**src/rtl/pc_ctrl_pkg.sv**
```systemverilog
// Shared constants and FSM encoding for the pc_ctrl AXI4-Lite to reg-bank bridge.
package pc_ctrl_pkg;

  localparam logic [1:0] RESP_OKAY   = 2'b00;
  localparam logic [1:0] RESP_SLVERR = 2'b10;

  typedef enum logic [2:0] {
    ST_IDLE    = 3'd0,
    ST_WR_WAIT = 3'd1,
    ST_RD_WAIT = 3'd2,
    ST_WR_RESP = 3'd3,
    ST_RD_RESP = 3'd4
  } bridge_state_t;

endpackage

```
**src/rtl/pc_ctrl_bridge_timeout.sv**
```systemverilog
// Done-wait watchdog for the bridge: cleared on each grant, counts while waiting, flags expiry.
// Only instantiated when PC_CTRL_BRIDGE_TIMEOUT_EN is defined.
module pc_ctrl_bridge_timeout
  import pc_ctrl_pkg::*;
#(
  parameter int unsigned TIMEOUT_CYCLES = 255
) (
  input  logic i_clk,
  input  logic i_rst,
  input  logic i_clear,
  input  logic i_count_en,
  output logic o_expired
);

  localparam int unsigned CW = $clog2(TIMEOUT_CYCLES + 1);

  logic [CW-1:0] r_cnt;

  always_ff @(posedge i_clk or posedge i_rst) begin
    if (i_rst) begin
      r_cnt <= '0;
    end else if (i_clear) begin
      r_cnt <= '0;
    end else if (i_count_en && (r_cnt != CW'(TIMEOUT_CYCLES))) begin
      r_cnt <= r_cnt + 1'b1;
    end
  end

  // The wait phase lasts exactly TIMEOUT_CYCLES cycles when no done arrives.
  assign o_expired = i_count_en && (r_cnt >= CW'(TIMEOUT_CYCLES - 1));

endmodule

```
**src/rtl/pc_ctrl_axil_bridge.sv**
```systemverilog
// AXI4-Lite slave that serialises host accesses onto the pc_ctrl reg-bank strobe bus.
// Optional done-wait timeout enabled by defining PC_CTRL_BRIDGE_TIMEOUT_EN.
module pc_ctrl_axil_bridge
  import pc_ctrl_pkg::*;
#(
  parameter int unsigned DATA_W_IN_BYTES  = 4,
  parameter int unsigned ADDR_W_IN_BITS   = 32,
  parameter int unsigned DCADDR_LOW_BIT_W = 8,
  parameter int unsigned TIMEOUT_CYCLES   = 255
) (
  input  logic                          ACLK,
  input  logic                          ARESET,
  input  logic [ADDR_W_IN_BITS-1:0]     s_axi_awaddr,
  input  logic                          s_axi_awvalid,
  output logic                          s_axi_awready,
  input  logic [DATA_W_IN_BYTES*8-1:0]  s_axi_wdata,
  input  logic [DATA_W_IN_BYTES-1:0]    s_axi_wstrb,
  input  logic                          s_axi_wvalid,
  output logic                          s_axi_wready,
  output logic [1:0]                    s_axi_bresp,
  output logic                          s_axi_bvalid,
  input  logic                          s_axi_bready,
  input  logic [ADDR_W_IN_BITS-1:0]     s_axi_araddr,
  input  logic                          s_axi_arvalid,
  output logic                          s_axi_arready,
  output logic [DATA_W_IN_BYTES*8-1:0]  s_axi_rdata,
  output logic [1:0]                    s_axi_rresp,
  output logic                          s_axi_rvalid,
  input  logic                          s_axi_rready,
  output logic                          reg_bank_wr_start,
  input  logic                          reg_bank_wr_done,
  output logic [DCADDR_LOW_BIT_W-1:0]   reg_bank_wr_addr,
  output logic [DATA_W_IN_BYTES*8-1:0]  reg_bank_wr_data,
  output logic                          reg_bank_rd_start,
  input  logic                          reg_bank_rd_done,
  output logic [DCADDR_LOW_BIT_W-1:0]   reg_bank_rd_addr,
  input  logic [DATA_W_IN_BYTES*8-1:0]  reg_bank_rd_data,
  output logic [2:0]                    o_dbg_state
);

  localparam int unsigned DW = DATA_W_IN_BYTES * 8;
  localparam int unsigned AL = DCADDR_LOW_BIT_W;

  // Handshakes: a transfer happens on a rising ACLK where VALID and READY are both high.
  // VALID never waits on READY; READY may depend on VALID-independent state only.

  bridge_state_t r_state, w_state_nxt;

  logic            r_rdy_en;
  logic            r_aw_held, r_w_held, r_ar_held;
  logic [AL-1:0]   r_awaddr, r_araddr;
  logic [DW-1:0]   r_wdata;
  logic [DATA_W_IN_BYTES-1:0] r_wstrb;
  logic            r_wr_prio;
  logic            r_wr_start, r_rd_start;
  logic [AL-1:0]   r_wr_addr, r_rd_addr;
  logic [DW-1:0]   r_wr_data, r_rdata;
  logic [1:0]      r_bresp, r_rresp;

  logic            w_aw_hs, w_w_hs, w_ar_hs, w_b_hs, w_r_hs;
  logic            w_wr_elig, w_rd_elig, w_grant_wr, w_grant_rd;
  logic [AL-1:0]   w_awaddr, w_araddr;
  logic [DW-1:0]   w_wdata;
  logic [DATA_W_IN_BYTES-1:0] w_wstrb;
  logic            w_strb_full;
  logic            w_expired;
  logic            w_unused;

  assign s_axi_awready = r_rdy_en && !r_aw_held;
  assign s_axi_wready  = r_rdy_en && !r_w_held;
  assign s_axi_arready = r_rdy_en && !r_ar_held;

  assign w_aw_hs = s_axi_awvalid && s_axi_awready;
  assign w_w_hs  = s_axi_wvalid  && s_axi_wready;
  assign w_ar_hs = s_axi_arvalid && s_axi_arready;
  assign w_b_hs  = (r_state == ST_WR_RESP) && s_axi_bready;
  assign w_r_hs  = (r_state == ST_RD_RESP) && s_axi_rready;

  // A request arriving this cycle is eligible immediately so the grant lands on the handshake edge.
  assign w_awaddr = r_aw_held ? r_awaddr : s_axi_awaddr[AL-1:0];
  assign w_araddr = r_ar_held ? r_araddr : s_axi_araddr[AL-1:0];
  assign w_wdata  = r_w_held  ? r_wdata  : s_axi_wdata;
  assign w_wstrb  = r_w_held  ? r_wstrb  : s_axi_wstrb;
  assign w_strb_full = &w_wstrb;

  assign w_wr_elig  = (r_aw_held || w_aw_hs) && (r_w_held || w_w_hs);
  assign w_rd_elig  = r_ar_held || w_ar_hs;
  assign w_grant_wr = (r_state == ST_IDLE) && w_wr_elig && (!w_rd_elig || r_wr_prio);
  assign w_grant_rd = (r_state == ST_IDLE) && w_rd_elig && (!w_wr_elig || !r_wr_prio);

  always_ff @(posedge ACLK or posedge ARESET) begin
    if (ARESET) begin
      r_state <= ST_IDLE;
    end else begin
      r_state <= w_state_nxt;
    end
  end

  always_comb begin
    w_state_nxt = r_state;
    case (r_state)
      ST_IDLE: begin
        if (w_grant_wr) begin
          w_state_nxt = w_strb_full ? ST_WR_WAIT : ST_WR_RESP;
        end else if (w_grant_rd) begin
          w_state_nxt = ST_RD_WAIT;
        end
      end
      ST_WR_WAIT: if (reg_bank_wr_done || w_expired) w_state_nxt = ST_WR_RESP;
      ST_RD_WAIT: if (reg_bank_rd_done || w_expired) w_state_nxt = ST_RD_RESP;
      ST_WR_RESP: if (s_axi_bready) w_state_nxt = ST_IDLE;
      ST_RD_RESP: if (s_axi_rready) w_state_nxt = ST_IDLE;
      default:    w_state_nxt = ST_IDLE;
    endcase
  end

  always_ff @(posedge ACLK or posedge ARESET) begin
    if (ARESET) begin
      r_rdy_en   <= 1'b0;
      r_aw_held  <= 1'b0;
      r_w_held   <= 1'b0;
      r_ar_held  <= 1'b0;
      r_awaddr   <= '0;
      r_araddr   <= '0;
      r_wdata    <= '0;
      r_wstrb    <= '0;
      r_wr_prio  <= 1'b1;
      r_wr_start <= 1'b0;
      r_rd_start <= 1'b0;
      r_wr_addr  <= '0;
      r_rd_addr  <= '0;
      r_wr_data  <= '0;
      r_rdata    <= '0;
      r_bresp    <= RESP_OKAY;
      r_rresp    <= RESP_OKAY;
    end else begin
      r_rdy_en <= 1'b1;
      if (w_aw_hs) begin
        r_aw_held <= 1'b1;
        r_awaddr  <= s_axi_awaddr[AL-1:0];
      end
      if (w_w_hs) begin
        r_w_held <= 1'b1;
        r_wdata  <= s_axi_wdata;
        r_wstrb  <= s_axi_wstrb;
      end
      if (w_ar_hs) begin
        r_ar_held <= 1'b1;
        r_araddr  <= s_axi_araddr[AL-1:0];
      end
      if (w_b_hs) begin
        r_aw_held <= 1'b0;
        r_w_held  <= 1'b0;
      end
      if (w_r_hs) begin
        r_ar_held <= 1'b0;
      end
      // Priority flips only when both directions compete, so the loser wins the next collision.
      if ((r_state == ST_IDLE) && w_wr_elig && w_rd_elig) begin
        r_wr_prio <= !r_wr_prio;
      end
      r_wr_start <= w_grant_wr && w_strb_full;
      r_rd_start <= w_grant_rd;
      if (w_grant_wr && w_strb_full) begin
        r_wr_addr <= w_awaddr;
        r_wr_data <= w_wdata;
      end
      if (w_grant_wr && !w_strb_full) begin
        r_bresp <= RESP_SLVERR;
      end
      if (w_grant_rd) begin
        r_rd_addr <= w_araddr;
      end
      if (r_state == ST_WR_WAIT) begin
        if (reg_bank_wr_done) begin
          r_bresp <= RESP_OKAY;
        end else if (w_expired) begin
          r_bresp <= RESP_SLVERR;
        end
      end
      if (r_state == ST_RD_WAIT) begin
        if (reg_bank_rd_done) begin
          r_rdata <= reg_bank_rd_data;
          r_rresp <= RESP_OKAY;
        end else if (w_expired) begin
          r_rdata <= '0;
          r_rresp <= RESP_SLVERR;
        end
      end
    end
  end

`ifdef PC_CTRL_BRIDGE_TIMEOUT_EN
  pc_ctrl_bridge_timeout #(
    .TIMEOUT_CYCLES (TIMEOUT_CYCLES)
  ) u_timeout (
    .i_clk      (ACLK),
    .i_rst      (ARESET),
    .i_clear    (w_grant_wr || w_grant_rd),
    .i_count_en ((r_state == ST_WR_WAIT) || (r_state == ST_RD_WAIT)),
    .o_expired  (w_expired)
  );
`else
  assign w_expired = 1'b0;
`endif

  // Upper AXI address bits are deliberately dropped by the bank decode.
  assign w_unused = &{1'b0, s_axi_awaddr[ADDR_W_IN_BITS-1:AL], s_axi_araddr[ADDR_W_IN_BITS-1:AL],
                      (TIMEOUT_CYCLES != 0)};

  assign s_axi_bvalid      = (r_state == ST_WR_RESP);
  assign s_axi_bresp       = r_bresp;
  assign s_axi_rvalid      = (r_state == ST_RD_RESP);
  assign s_axi_rresp       = r_rresp;
  assign s_axi_rdata       = r_rdata;
  assign reg_bank_wr_start = r_wr_start;
  assign reg_bank_wr_addr  = r_wr_addr;
  assign reg_bank_wr_data  = r_wr_data;
  assign reg_bank_rd_start = r_rd_start;
  assign reg_bank_rd_addr  = r_rd_addr;
  assign o_dbg_state       = r_state;

endmodule
```
**config.mk**
```make
export PLATFORM = sky130hd
export DESIGN_NAME = pc_ctrl_axil_bridge
export DESIGN_NICKNAME = d
export VERILOG_FILES = /design/src/rtl/pc_ctrl_pkg.sv /design/src/rtl/pc_ctrl_bridge_timeout.sv /design/src/rtl/pc_ctrl_axil_bridge.sv
export SDC_FILE = /design/constraint.sdc
export NUM_CORES = 1
export LEC_CHECK = 0
export CORE_ASPECT_RATIO = 1.2
export CORE_MARGIN = 3
export CORE_UTILIZATION = 30
export DETAILED_ROUTE_END_ITERATION = 16
export HOLD_SLACK_MARGIN = 0.05
export PLACE_DENSITY = 0.61
export SYNTH_ARGS = -nofsm -noshare
export SYNTH_HDL_FRONTEND = slang
export SYNTH_SLANG_ARGS = --single-unit
```
**constraint.sdc**
```tcl
create_clock -name ACLK -period 7.7 [get_ports ACLK]
set_clock_uncertainty 0.1 [all_clocks]
set_input_delay 0.77 -clock ACLK [delete_from_list [all_inputs] [get_ports ACLK]]
set_output_delay 0.77 -clock ACLK [all_outputs]
set_load 0.02 [all_outputs]
```
==> impl_results.md, run 1 <==
* Most frequent cell after synthesis: dfrtp_1
* Top cells by area, synth: dfrtp_1, mux2_2, mux2_4
* Largest net degree at the start of global routing at 76
* VDD IR-drop max at 0.000237 V
* I/O pin count at 235
* Vias in the first global route at 4,483
* Crit end category: register
* Max Cap Violations at 0
* CTS Hold Bufs at 0
* Async set or reset register ratio after synthesis at 100%
* Type of origin of the critical path: register
* Fin. Hold Viols at 0
* Crit path max fanout at 36
* Port Buffers at 184
* Final Wtd Congestion at 0.707
* CP max-delay cell: dfrtp_2
* PD cells at 401 nW/µm²
* DR pass1 iterations at 4
* CP peak stage delay at 0.94 ns
* Placed Cells at 836
* Worst Slack Setup Final at 4.18 ns
* Starting Density at 30.7%
* Slew HR at 36.1%
* Register area share after synthesis at 57.7%
* DP Wirelength at 9.86 mm
* Top_reg_cell synth: dfrtp_1
* Yosys top cell area share at 57.3%
* Met3 WL at 1.11 mm
* Non-Filler Instances at 868
* Row count at 57
* Outcome: complete, no violations
* Area Growth Syn to Fin at 43.0%
* All-layer global routing usage at 13.2%
* Initial antenna violation count at 1
* Yosys warns at 0
* F_max at 284 MHz
* Top Metal Used: met5
* Slew at the pin closest to its max-slew limit at 0.955 ns
* Critical Path, Cell by Cell: a21oi_1 > a2111o_1 > nor2b_4 > buf_4 > mux2_2
* First-pass GRT wire length at 23.1 mm
* Skew-Pair Late Insertion Delay at 0.41 ns
* Core area at 20,300 µm²
* ANT nets after route at 0
* Setup CP Type: reg2reg
* Netlist cell types at 36
* CP required at 7.89 ns
* Power Total at 3.58 mW
* WL/cell at 16.5 µm
* CTS tree: yes
* Inserted Clock Buffers at 17
* Pins Over Slew Limit at 0
* RSZ-0062 raised after global routing: false
* Die area at 22,600 µm²
* Layout cells sized above 1 at 33.8%
* Pre-CTS setup slack at 3.84 ns
* Die width at 138 µm
* LEAKAGE at 3.82 nW
* Syn Std Cell Area at 6240 µm²
* Mapped Cells at 406
* Avg Inst Size Synth at 15.4 µm²
* Antenna Cells at 0
* CTS root buf: clkbuf_16
* NumNets Final at 731
* H-Tree Depth at 4
* Area leader, netlist: dfrtp_1
* # clock sinks at 144
* Critical path buffers and inverters at 1
* WL met1 at 5.74 mm
* Die height at 164 µm
* Worst hold slack at 0.400 ns
* Total length of routed wires at 14.3 mm
* Avg Vias per Cell at 4.50
* Total negative slack at 0 ns
* Final period utilization at 45.8%
* DRC at 0
* Post-synth EDFFs at 0
* Initial DRC Count at 108
* Met2 Wirelength at 7.33 mm
* Routed vias at 3,907
* Min Tclk post-route at 3.52 ns
* Post-CTS Setup Inserts at 0
* Most frequent cells after synthesis: dfrtp_1, mux2_2, mux2_4, nor2_1, a21oi_1
* Post-CTS Resized at 0
* Clock buffer depth at 2
* Crit path DAT at 3.72 ns
* Final setup vio count at 0
* Gr ovfl total at 0
* Register clock-pin slew on the reported worst setup and hold paths at 0.06 ns
* Top delay family on crit path: flip-flops
* Hold WC Path Type: reg2reg
* Yosys reg bits at 144
kinds of logic (layout without fill, tap and decap cells):
group / count (synthesis) / in the layout / synth area share, %
AOI/OAI and AO/OA: 24 / 24 / 2.48
muxes: 172 / 172 / 33.1
DFF: 144 / 144 / 57.7
xor gates and xnor gates: 1 / 1 / 0.140
and+or+nand+nor: 36 / 36 / 2.91
buffers and inverters: 27 / 223 / 3.47
other: 2 / 3 / 0.120
worst reg2reg max path, cell delays in order, from the launching register on:
cell	delay, ns
dfrtp_2	0.94
a21oi_1	0.22
a2111o_1	0.51
nor2b_4	0.72
buf_4	0.54
mux2_2	0.39
per-stage QoR:
stage	cell area [µm²]	utilization, %
5_1_grt	8930	43.9
3_3_place_gp	8260	40.7
4_1_cts	8930	43.9
6_report	8930	43.9
2_1_floorplan	6250	-
3_5_place_dp	8260	40.7
registers in the layout, indices dropped and copies added (netlist names), 3 cells and up:
name              cells
r_wdata              32
reg_bank_wr_data     32
s_axi_rdata          32
r_araddr              8
r_awaddr              8
reg_bank_rd_addr      8
reg_bank_wr_addr      8
r_wstrb               4
o_dbg_state           3
cells in the final DEF, fill, tap and decap left out, types with 2 or more instances in the layout:
cell type	count
clkdlybuf4s50_1	184
dfrtp_1	142
mux2_2	126
mux2_4	38
clkbuf_16	17
nor2_1	14
a21oi_1	13
mux2i_1	8
nand2_1	6
bufinv_16	6
inv_6	4
inv_1	3
nand3_1	3
nor2b_1	3
conb_1	3
buf_4	3
o22ai_1	2
nor3b_1	2
o211ai_1	2
clkbuf_1	2
clkinv_2	2
report_power, final:
group          switching (mW)  total [mW]  internal [mW]
Clock                   0.319       0.929          0.610
Combinational           0.558        1.35          0.793
Sequential              0.225        1.30           1.08
Total                    1.10        3.58           2.48
path summary, 6_finish.rpt:
kind                            slack (ns)                         endpoint  depth (start not counted)                   from
worst max-delay path                  4.18  reg_bank_wr_addr[7]$_DFFE_PP0P_                          5   r_w_held$_DFFE_PP0P_
worst min-delay path                  0.40            r_wr_prio$_DFFE_PP1P_                          1  r_wr_prio$_DFFE_PP1P_
worst max register to register        4.18  reg_bank_wr_addr[7]$_DFFE_PP0P_                          5   r_w_held$_DFFE_PP0P_
worst min register to register        0.40            r_wr_prio$_DFFE_PP1P_                          1  r_wr_prio$_DFFE_PP1P_
max in group asynchronous             5.32             r_w_held$_DFFE_PP0P_                          3                 ARESET
min in group asynchronous             0.74       s_axi_rdata[1]$_DFFE_PP0P_                          2                 ARESET
layer usage:
metal	GRT usage (%)	vias up
met5	0	-
met1	14.9	1958
met3	5.67	14
met4	3.77	2
met2	22.5	122
li1	-	1811
cell type report:
cell class,instances,area [µm²]
fill,1848,11400
sequential,144,3610
multi-input combinational,236,2440
timing repair buffer,187,1860
clock buffer,19,433
tap,265,332
clock inverter,13,233
inverter,4,20.0
No activity file was read; power rests on OpenSTA's default activity.
==> run 2: changes to the inputs <==
--- a/config.mk
+++ b/config.mk
@@ -10,7 +10,7 @@
 export CORE_UTILIZATION = 30
 export DETAILED_ROUTE_END_ITERATION = 16
 export HOLD_SLACK_MARGIN = 0.05
-export PLACE_DENSITY = 0.61
+export PLACE_DENSITY = 0.63
 export SYNTH_ARGS = -nofsm -noshare
 export SYNTH_HDL_FRONTEND = slang
 export SYNTH_SLANG_ARGS = --single-unit
==> constraint.sdc (replaced) <==
create_clock -name ACLK -period 2.8 [get_ports ACLK]
set_clock_uncertainty 0.1 [all_clocks]
set_input_delay 0.28 -clock ACLK [delete_from_list [all_inputs] [get_ports ACLK]]
set_output_delay 0.28 -clock ACLK [all_outputs]
set_load 0.02 [all_outputs]
==> run 2 against run 1 <==
Net effect:
- via count is 3.0% higher
- largest cell class unchanged
- design area is 0.56% higher
- critical endpoint is now s_axi_wready
- highest routed layer is now met4
- global-route usage is 0.30 points higher
==> impl_results.md, run 2 (same netlist as run 1, synthesis figures left out) <==
* Crit path max fanout at 23
* Area Growth Syn to Fin at 43.8%
* Hold WC Path Type: in2async
* Slew HR at 60.1%
* CP max-delay cell: clkdlybuf4s50_1
* Total length of routed wires at 14.8 mm
* Final period utilization at 89.9%
* Gr ovfl total at 0
* Initial antenna violation count at 0
* Starting Density at 30.7%
* Critical Path, Cell by Cell: buf_4 > nor2b_1 > clkdlybuf4s50_1
* Commonest non-fill, non-tap cell in the layout: clkdlybuf4s50_1
* Largest net degree at the start of global routing at 52
* Layout cells sized above 1 at 35.0%
* CP required at 2.42 ns
* Antenna Cells at 0
* ANT nets after route at 0
* I/O pin count at 235
* Min Tclk post-route at 2.52 ns
* Fin. Hold Viols at 0
* Crit end category: primary output
* DR pass1 iterations at 4
* NumNets Final at 739
* CTS root buf: clkbuf_16
* CP peak stage delay at 0.66 ns
* Outcome: complete, no violations
* Final setup vio count at 0
* All-layer global routing usage at 13.5%
* Vias in the first global route at 4,406
* Inserted Clock Buffers at 17
* Commonest cells after routing, fill and taps aside: clkdlybuf4s50_1, dfrtp_1, mux2_2
* First-pass GRT wire length at 23.7 mm
* CTS tree: yes
* Register clock-pin slew on the reported worst setup and hold paths at 0.06 ns
* Pre-CTS setup slack at 0.267 ns
* Total negative slack at 0 ns
* Max Cap Violations at 0
* F_max at 397 MHz
* Pins Over Slew Limit at 0
* PD cells at 1070 nW/µm²
* Post-CTS Setup Inserts at 0
* LEAKAGE at 3.83 nW
* Row count at 57
* Fill count at 1,876
* CTS Hold Bufs at 0
* Crit path DAT at 2.14 ns
* Port Buffers at 184
* VDD IR-drop max at 0.000552 V
* Slew at the pin closest to its max-slew limit at 0.598 ns
* Post-CTS Resized at 0
* Setup CP Type: reg2out
* Routed vias at 4,025
* # clock sinks at 144
* Avg Vias per Cell at 4.59
* Worst Slack Setup Final at 0.283 ns
* Skew-Pair Late Insertion Delay at 0.41 ns
* Clock buffer depth at 2
* WL/cell at 16.9 µm
* DRC at 0
* Type of origin of the critical path: register
* Die width at 138 µm
* Die area at 22,600 µm²
* Initial DRC Count at 117
* Die height at 164 µm
* DP Wirelength at 10.3 mm
* RSZ-0062 raised after global routing: false
* Core area at 20,300 µm²
* H-Tree Depth at 4
* Final Wtd Congestion at 0.727
## run 2: metrics by stage
stage                     hold WS, ns  area [µm²]  cells  power (mW)  util [%]
final                           0.170        8980    876        9.63      44.2
after floorplan                 0.267        6250    407        5.87         -
after detailed placement        0.388        8390    844        7.44      41.3
after CTS                       0.171        8980    876        9.81      44.2
after global routing            0.181        8980    876        10.2      44.2
after global placement          0.381        8390    844        7.29      41.3
## run 2: final timing paths
kind / start / end / slack, ns / depth (start not counted)
max: r_w_held$_DFFE_PP0P_ / s_axi_wready / 0.28 / 3
min: ARESET / s_axi_rdata[6]$_DFFE_PP0P_ / 0.17 / 2
max reg2reg: o_dbg_state[0]$_DFFE_PP0P_ / reg_bank_wr_data[31]$_DFFE_PP0P_ / 0.43 / 5
min reg2reg: r_wdata[23]$_DFFE_PP0P_ / r_wdata[23]$_DFFE_PP0P_ / 0.40 / 1
max in group asynchronous: ARESET / reg_bank_wr_data[9]$_DFFE_PP0P_ / 1.70 / 3
min in group ACLK: s_axi_rready / r_ar_held$_DFFE_PP0P_ / 0.36 / 2
## run 2: critical path: cells and delay by family, from the launching register on
| kind | cells | cell delay (ns) |
|---|---|---|
| buf+inv | 2 | 0.96 |
| simple gates | 1 | 0.21 |
| flops | 1 | 0.54 |
## run 2: report_power, final
group / switching (mW) / leakage [nW] / internal [mW]
clock network: 0.925 / 0.276 / 1.35
registers: 0.539 / 1.78 / 2.97
logic: 1.64 / 1.77 / 2.22
total: 3.10 / 3.83 / 6.53
## run 2: area by class of cell
class / instances / area [µm²] / area share [%]
well taps: 265 / 332 / 3.69
clock buffers: 18 / 439 / 4.89
multi-input cells: 236 / 2440 / 27.2
flip-flops and latches: 144 / 3610 / 40.2
inverters: 4 / 18.8 / 0.209
repair buffers: 195 / 1990 / 22.1
clock inverters: 14 / 155 / 1.73
## run 2: layer usage
| layer | part of all wire, % | vias up | global-route usage [%] |
|---|---|---|---|
| met5 | 0 | - | 0 |
| met4 | 0.82 | 0 | 3.37 |
| met3 | 8.1 | 10 | 5.58 |
| met2 | 50 | 131 | 22.2 |
| met1 | 41 | 2061 | 16.4 |
| li1 | - | 1823 | - |
==> run 3: changes to the inputs <==
--- a/config.mk
+++ b/config.mk
@@ -14,3 +14,4 @@
 export SYNTH_ARGS = -nofsm -noshare
 export SYNTH_HDL_FRONTEND = slang
 export SYNTH_SLANG_ARGS = --single-unit
+export TNS_END_PERCENT = 30
==> results of run 3 <==
No change in the layout: final DEF, timing and power equal those of run 2.
